**src/rtl/multi_ped_pkg.sv**
```systemverilog
// Shared types and light encodings for the multi-channel pedestrian crossing controller.
package multi_ped_pkg;

    typedef enum logic [2:0] {
        ST_GREEN  = 3'd0,
        ST_YELLOW = 3'd1,
        ST_RED    = 3'd2,
        ST_WALK   = 3'd3,
        ST_CLEAR  = 3'd4
    } ped_state_t;

    localparam logic [1:0] LIGHT_GREEN  = 2'b00;
    localparam logic [1:0] LIGHT_YELLOW = 2'b01;
    localparam logic [1:0] LIGHT_RED    = 2'b10;

endpackage

```
**src/rtl/ped_edge_latch.sv**
```systemverilog
// One pedestrian channel: rising-edge detector feeding a sticky request flag.
// A new edge in the same cycle as a grant keeps the flag set so the press is not lost.
module ped_edge_latch (
    input  logic clk_main,
    input  logic rst_main,
    input  logic button,
    input  logic clear,
    output logic pending
);

    logic button_prev_reg;
    logic pending_reg;
    logic pending_next;

    always_comb begin
        pending_next = (button & ~button_prev_reg) | (pending_reg & ~clear);
    end

    always_ff @(posedge clk_main) begin
        if (rst_main) begin
            button_prev_reg <= 1'b0;
            pending_reg     <= 1'b0;
        end else begin
            button_prev_reg <= button;
            pending_reg     <= pending_next;
        end
    end

    assign pending = pending_reg;

endmodule

```
**src/rtl/multi_ped_controller.sv**
```systemverilog
// Traffic light sequencer with NUM_PED pedestrian channels served together in one WALK phase.
// Optional early green termination on a pending request is enabled by the PED_PREEMPT_EN macro.
module multi_ped_controller
    import multi_ped_pkg::*;
#(
    parameter int NUM_PED       = 4,
    parameter int GREEN_CYCLES  = 8,
    parameter int GREEN_MIN     = 3,
    parameter int YELLOW_CYCLES = 3,
    parameter int RED_CYCLES    = 4,
    parameter int WALK_CYCLES   = 6,
    parameter int CLEAR_CYCLES  = 2,
    parameter int CNT_W         = 8
) (
    input  logic               clk_main,
    input  logic               rst_main,
    input  logic [NUM_PED-1:0] button,
    output logic [1:0]         traffic_light,
    output logic [NUM_PED-1:0] walk,
    output logic [NUM_PED-1:0] pending,
    output logic               hold_red
);

`ifdef PED_PREEMPT_EN
    localparam bit PREEMPT_ENABLE = 1'b1;
`else
    localparam bit PREEMPT_ENABLE = 1'b0;
`endif

    localparam logic [CNT_W-1:0] GREEN_LOAD  = CNT_W'(GREEN_CYCLES - 1);
    localparam logic [CNT_W-1:0] YELLOW_LOAD = CNT_W'(YELLOW_CYCLES - 1);
    localparam logic [CNT_W-1:0] RED_LOAD    = CNT_W'(RED_CYCLES - 1);
    localparam logic [CNT_W-1:0] WALK_LOAD   = CNT_W'(WALK_CYCLES - 1);
    localparam logic [CNT_W-1:0] CLEAR_LOAD  = CNT_W'(CLEAR_CYCLES - 1);
    // Counter value at which GREEN_MIN green cycles (including the current one) have elapsed.
    localparam logic [CNT_W-1:0] PREEMPT_AT  = CNT_W'(GREEN_CYCLES - GREEN_MIN);

    ped_state_t         state_reg, state_next;
    logic [CNT_W-1:0]   cnt_reg, cnt_next;
    logic [NUM_PED-1:0] walk_reg, walk_next;
    logic [NUM_PED-1:0] grant;
    logic               any_pending;
    logic               preempt_hit;

    genvar gi;
    generate
        for (gi = 0; gi < NUM_PED; gi++) begin : g_chan
            ped_edge_latch u_latch (
                .clk_main (clk_main),
                .rst_main (rst_main),
                .button   (button[gi]),
                .clear    (grant[gi]),
                .pending  (pending[gi])
            );
        end
    endgenerate

    assign any_pending = |pending;
    assign preempt_hit = PREEMPT_ENABLE && any_pending && (cnt_reg <= PREEMPT_AT);

    always_comb begin
        state_next = state_reg;
        cnt_next   = cnt_reg - 1'b1;
        walk_next  = walk_reg;
        grant      = '0;
        case (state_reg)
            ST_GREEN: begin
                if (cnt_reg == '0 || preempt_hit) begin
                    state_next = ST_YELLOW;
                    cnt_next   = YELLOW_LOAD;
                end
            end
            ST_YELLOW: begin
                if (cnt_reg == '0) begin
                    state_next = ST_RED;
                    cnt_next   = RED_LOAD;
                end
            end
            ST_RED: begin
                // Snapshot every latched request at once; the latches clear what was granted.
                if (any_pending) begin
                    state_next = ST_WALK;
                    cnt_next   = WALK_LOAD;
                    walk_next  = pending;
                    grant      = pending;
                end else if (cnt_reg == '0) begin
                    state_next = ST_GREEN;
                    cnt_next   = GREEN_LOAD;
                end
            end
            ST_WALK: begin
                if (cnt_reg == '0) begin
                    state_next = ST_CLEAR;
                    cnt_next   = CLEAR_LOAD;
                    walk_next  = '0;
                end
            end
            ST_CLEAR: begin
                if (cnt_reg == '0) begin
                    state_next = ST_GREEN;
                    cnt_next   = GREEN_LOAD;
                end
            end
            default: begin
                state_next = ST_GREEN;
                cnt_next   = GREEN_LOAD;
                walk_next  = '0;
            end
        endcase
    end

    always_ff @(posedge clk_main) begin
        if (rst_main) begin
            state_reg <= ST_GREEN;
            cnt_reg   <= GREEN_LOAD;
            walk_reg  <= '0;
        end else begin
            state_reg <= state_next;
            cnt_reg   <= cnt_next;
            walk_reg  <= walk_next;
        end
    end

    always_comb begin
        traffic_light = LIGHT_RED;
        case (state_reg)
            ST_GREEN:  traffic_light = LIGHT_GREEN;
            ST_YELLOW: traffic_light = LIGHT_YELLOW;
            default:   traffic_light = LIGHT_RED;
        endcase
    end

    assign walk     = walk_reg;
    assign hold_red = (state_reg == ST_WALK) || (state_reg == ST_CLEAR);

endmodule

```
**config.mk**
```make
export PLATFORM = sky130hd
export DESIGN_NAME = multi_ped_controller
export DESIGN_NICKNAME = d
export VERILOG_FILES = /design/src/rtl/multi_ped_pkg.sv /design/src/rtl/ped_edge_latch.sv /design/src/rtl/multi_ped_controller.sv
export SDC_FILE = /design/constraint.sdc
export NUM_CORES = 1
export LEC_CHECK = 0
export BUFFER_PORTS_ARGS = -buffer_cell sky130_fd_sc_hd__buf_2
export CAP_MARGIN = 20
export CORE_MARGIN = 3
export CORE_UTILIZATION = 55
export CTS_CLUSTER_DIAMETER = 50
export DETAILED_ROUTE_END_ITERATION = 12
export PLACE_DENSITY = 0.8
export SYNTH_ARGS = -nofsm -noshare
export SYNTH_HDL_FRONTEND = slang
export SYNTH_SLANG_ARGS = --single-unit
export TNS_END_PERCENT = 30
```
**constraint.sdc**
```tcl
create_clock -name clk_main -period 4.35 [get_ports clk_main]
set_input_delay 1.305 -clock clk_main [delete_from_list [all_inputs] [get_ports clk_main]]
set_output_delay 1.305 -clock clk_main [all_outputs]
set_load 0.05 [all_outputs]
```
==> impl_metrics.toml <==
[sta]
fin_crit_sh_pct = 64.3
rsz0062_at_grt = "no"
finalSetupViolations = 0
maxSlewHeadroom_pct = 51.4
clock_skew_ns = 0.00605
tightest_slew_ns = 0.722
fin_crit_ns = 2.80
max_clock_freq_mhz = 358
drv_slew = 0
tns_ns = 0
hold_violations = 0

[worst_setup_path]
cp_top_family = "flip-flops"
crit_chain = "or2_1 -> o22ai_1 -> buf_2"
crit_slowest_cell = "dfxtp_1"
crit_arrival_ns = 1.49
critical-path-max-stage-delay_ns = 0.42
critPathBufInv = 1
cp_max_fo = 9
reg2regPathDepth = 6
crit_cells = 3
crit_path_end_kind = "output port"
required_ns = 3.04
crit_type = "flop to output port"
cp-start-kind = "flop"

[cts]
insertion_delay_ns = 0.30
cts_max_path_buffers = 2
cts_resized = 0
cts_tree = "yes"
clkTransAtPathRegs_ns = 0.12
cts_hold_buf = 0
cts.sinks = 23
cts_root_buffer = "clkbuf_4"
post_cts_buffers = 0
cts_inserted_buffers = 3
h-tree-depth = 1

[cells_and_area]
largest_reg_flops = 8
fin_util_pct = 63.9
fillCellCount = 151
area_growth_pct = 6.18
drive_above_1_share_pct = 19.2
antenna_cells = 0
nNetsFinal = 139

[floorplan]
dieArea_um2 = 2520
die_w_um = 50.2
row_count = 15
core_area_um2 = 1780
die_y_um = 50.2
start_util_pct = 60.2
ioPinCount = 17

[route]
vias = 847
drc_errors = 0
wl_per_cell_um = 12.3
drt-pass1-iter-count = 4
postRouteAntennaNets = 0
viasPerCell = 5.46
drtIter0Drc = 26
drt_wl_total_um = 1910

[pwr]
ir_drop_uv = 231
p_leak_nw = 0.477
power.total_mw = 0.387
power_density_nw_per_um2 = 339

[synthesis]
synth-seq-cells = 23
synthesis.area_um2 = 1070
avgSynthCellArea_um2 = 8.87
synth_top_area_share_pct = 42.9
synth_top_area_cell = "dfxtp_1"
yosysSeqAreaShare_pct = 42.9
yosys_warnings = 0
syn_nets = 129
netlist_instances = 121
synth_area_leaders = "dfxtp_1, nor2_1, nor2b_1"
synth.distinct_cells = 37

[grt]
grt-ovfl-total = 0
grt_pass1_vias = 776
grt_max_degree = 18
track_usage_pct = 16.8
grt_pass1_wl_um = 3240
antenna_found_initial = 0

[status]
status = "completed"

[placed_design]
gp_congestion = 0.789
dp_hpwl_um = 1400
portBuffers = 16

[flow_run]
cap_violations = 0

[min_path]
hp-class = "flop to flop"
hold_depth = 1
-- cells in the mapped netlist --
cell type,number
a2111oi_2,1
a211o_1,1
a211o_2,1
a21o_2,1
a21oi_1,9
a21oi_2,1
a22o_1,4
a22oi_1,1
a31o_1,1
and2_1,1
buf_1,1
buf_4,6
buf_6,1
clkbuf_1,3
dfxtp_1,23
ha_1,2
inv_1,4
mux2i_1,2
nand2_1,5
nand2b_1,1
nand3_1,2
nand4_1,3
nor2_1,17
nor2b_1,8
nor3_1,5
nor3b_1,1
nor4_1,1
nor4b_4,1
o21a_1,1
o21ai_0,3
o22ai_1,1
o41ai_1,1
or2_1,1
or2_2,1
or3_1,2
xnor2_1,3
xor2_1,1
-- cell usage in the layout, fill, tap and decap left out --
| master | instances |
|---|---|
| a31o_1 | 1 |
| a21oi_2 | 1 |
| or3_1 | 2 |
| xor2_1 | 1 |
| a22o_1 | 4 |
| nor2b_1 | 8 |
| o21a_1 | 1 |
| mux2i_1 | 2 |
| or2_1 | 1 |
| ha_1 | 2 |
| buf_2 | 16 |
| and2_1 | 1 |
| a21o_2 | 1 |
| a21oi_1 | 9 |
| xnor2_1 | 3 |
| clkbuf_1 | 1 |
| nor2_1 | 17 |
| or2_2 | 1 |
| nor4_1 | 1 |
| nand2_1 | 5 |
| a211o_2 | 1 |
| clkbuf_4 | 3 |
| o22ai_1 | 1 |
| nand4_1 | 3 |
| a22oi_1 | 1 |
| dfxtp_1 | 23 |
| nand3_1 | 2 |
| nand2b_1 | 1 |
| o41ai_1 | 1 |
| nor3b_1 | 1 |
| nor4b_4 | 1 |
| inv_1 | 4 |
| a2111oi_2 | 1 |
| o21ai_0 | 3 |
| a211o_1 | 1 |
| nor3_1 | 5 |
-- per-stage QoR --
step / instances / area [um^2] / hold WS, ns / worst slack [ns]
3_5_place_dp: 151 / 1110 / 0.462 / 1.91
2_1_floorplan: 121 / 1070 / 0.488 / 1.48
6_report: 155 / 1140 / 0.491 / 1.55
4_1_cts: 155 / 1140 / 0.491 / 1.55
3_3_place_gp: 151 / 1110 / 0.461 / 1.96
5_1_grt: 155 / 1140 / 0.511 / 1.45
-- metal layers --
layer  part of all wire, %  global-route usage, %  vias up
met3                   3.9                   3.86        2
met1                    48                   21.0      392
met5                     0                      0        -
met2                    47                   26.3       20
li1                      -                      -      433
met4                  0.99                   9.68        0
-- report_power, final --
| part | switching [mW] | leakage (nW) | internal, mW | total, mW |
|---|---|---|---|---|
| combinational | 0.0352 | 0.274 | 0.0226 | 0.0578 |
| sequential | 0.00964 | 0.188 | 0.222 | 0.232 |
| clock | 0.0614 | 0.0150 | 0.0357 | 0.0971 |
-- final cells by class --
cell class	instances	area [um^2]	area share, %
multi-input cells	83	527	46.2
inverters	4	15.0	1.32
flip-flops and latches	23	460	40.4
well taps	25	31.3	2.74
repair buffers	16	80.1	7.03
clock buffers	4	26.3	2.31
-- worst paths after layout --
check | startpoint | slack, ns | to
max reg2reg | cnt_reg[0] | 2.45 | cnt_reg[2]
min reg2reg | walk[1] | 0.49 | walk[1]
min | walk[1] | 0.49 | walk[1]
max | state_reg[1] | 1.55 | hold_red
-- logic make-up after synthesis --
logic type	share of synthesized area, %
muxes	1.86
and+or+nand+nor	24.4
buffers and inverters	8.04
DFF	42.9
adders and majority gates	2.33
xor gates and xnor gates	3.26
AOI/OAI and AO/OA	17.2
Power figures use the tool's default switching activity.
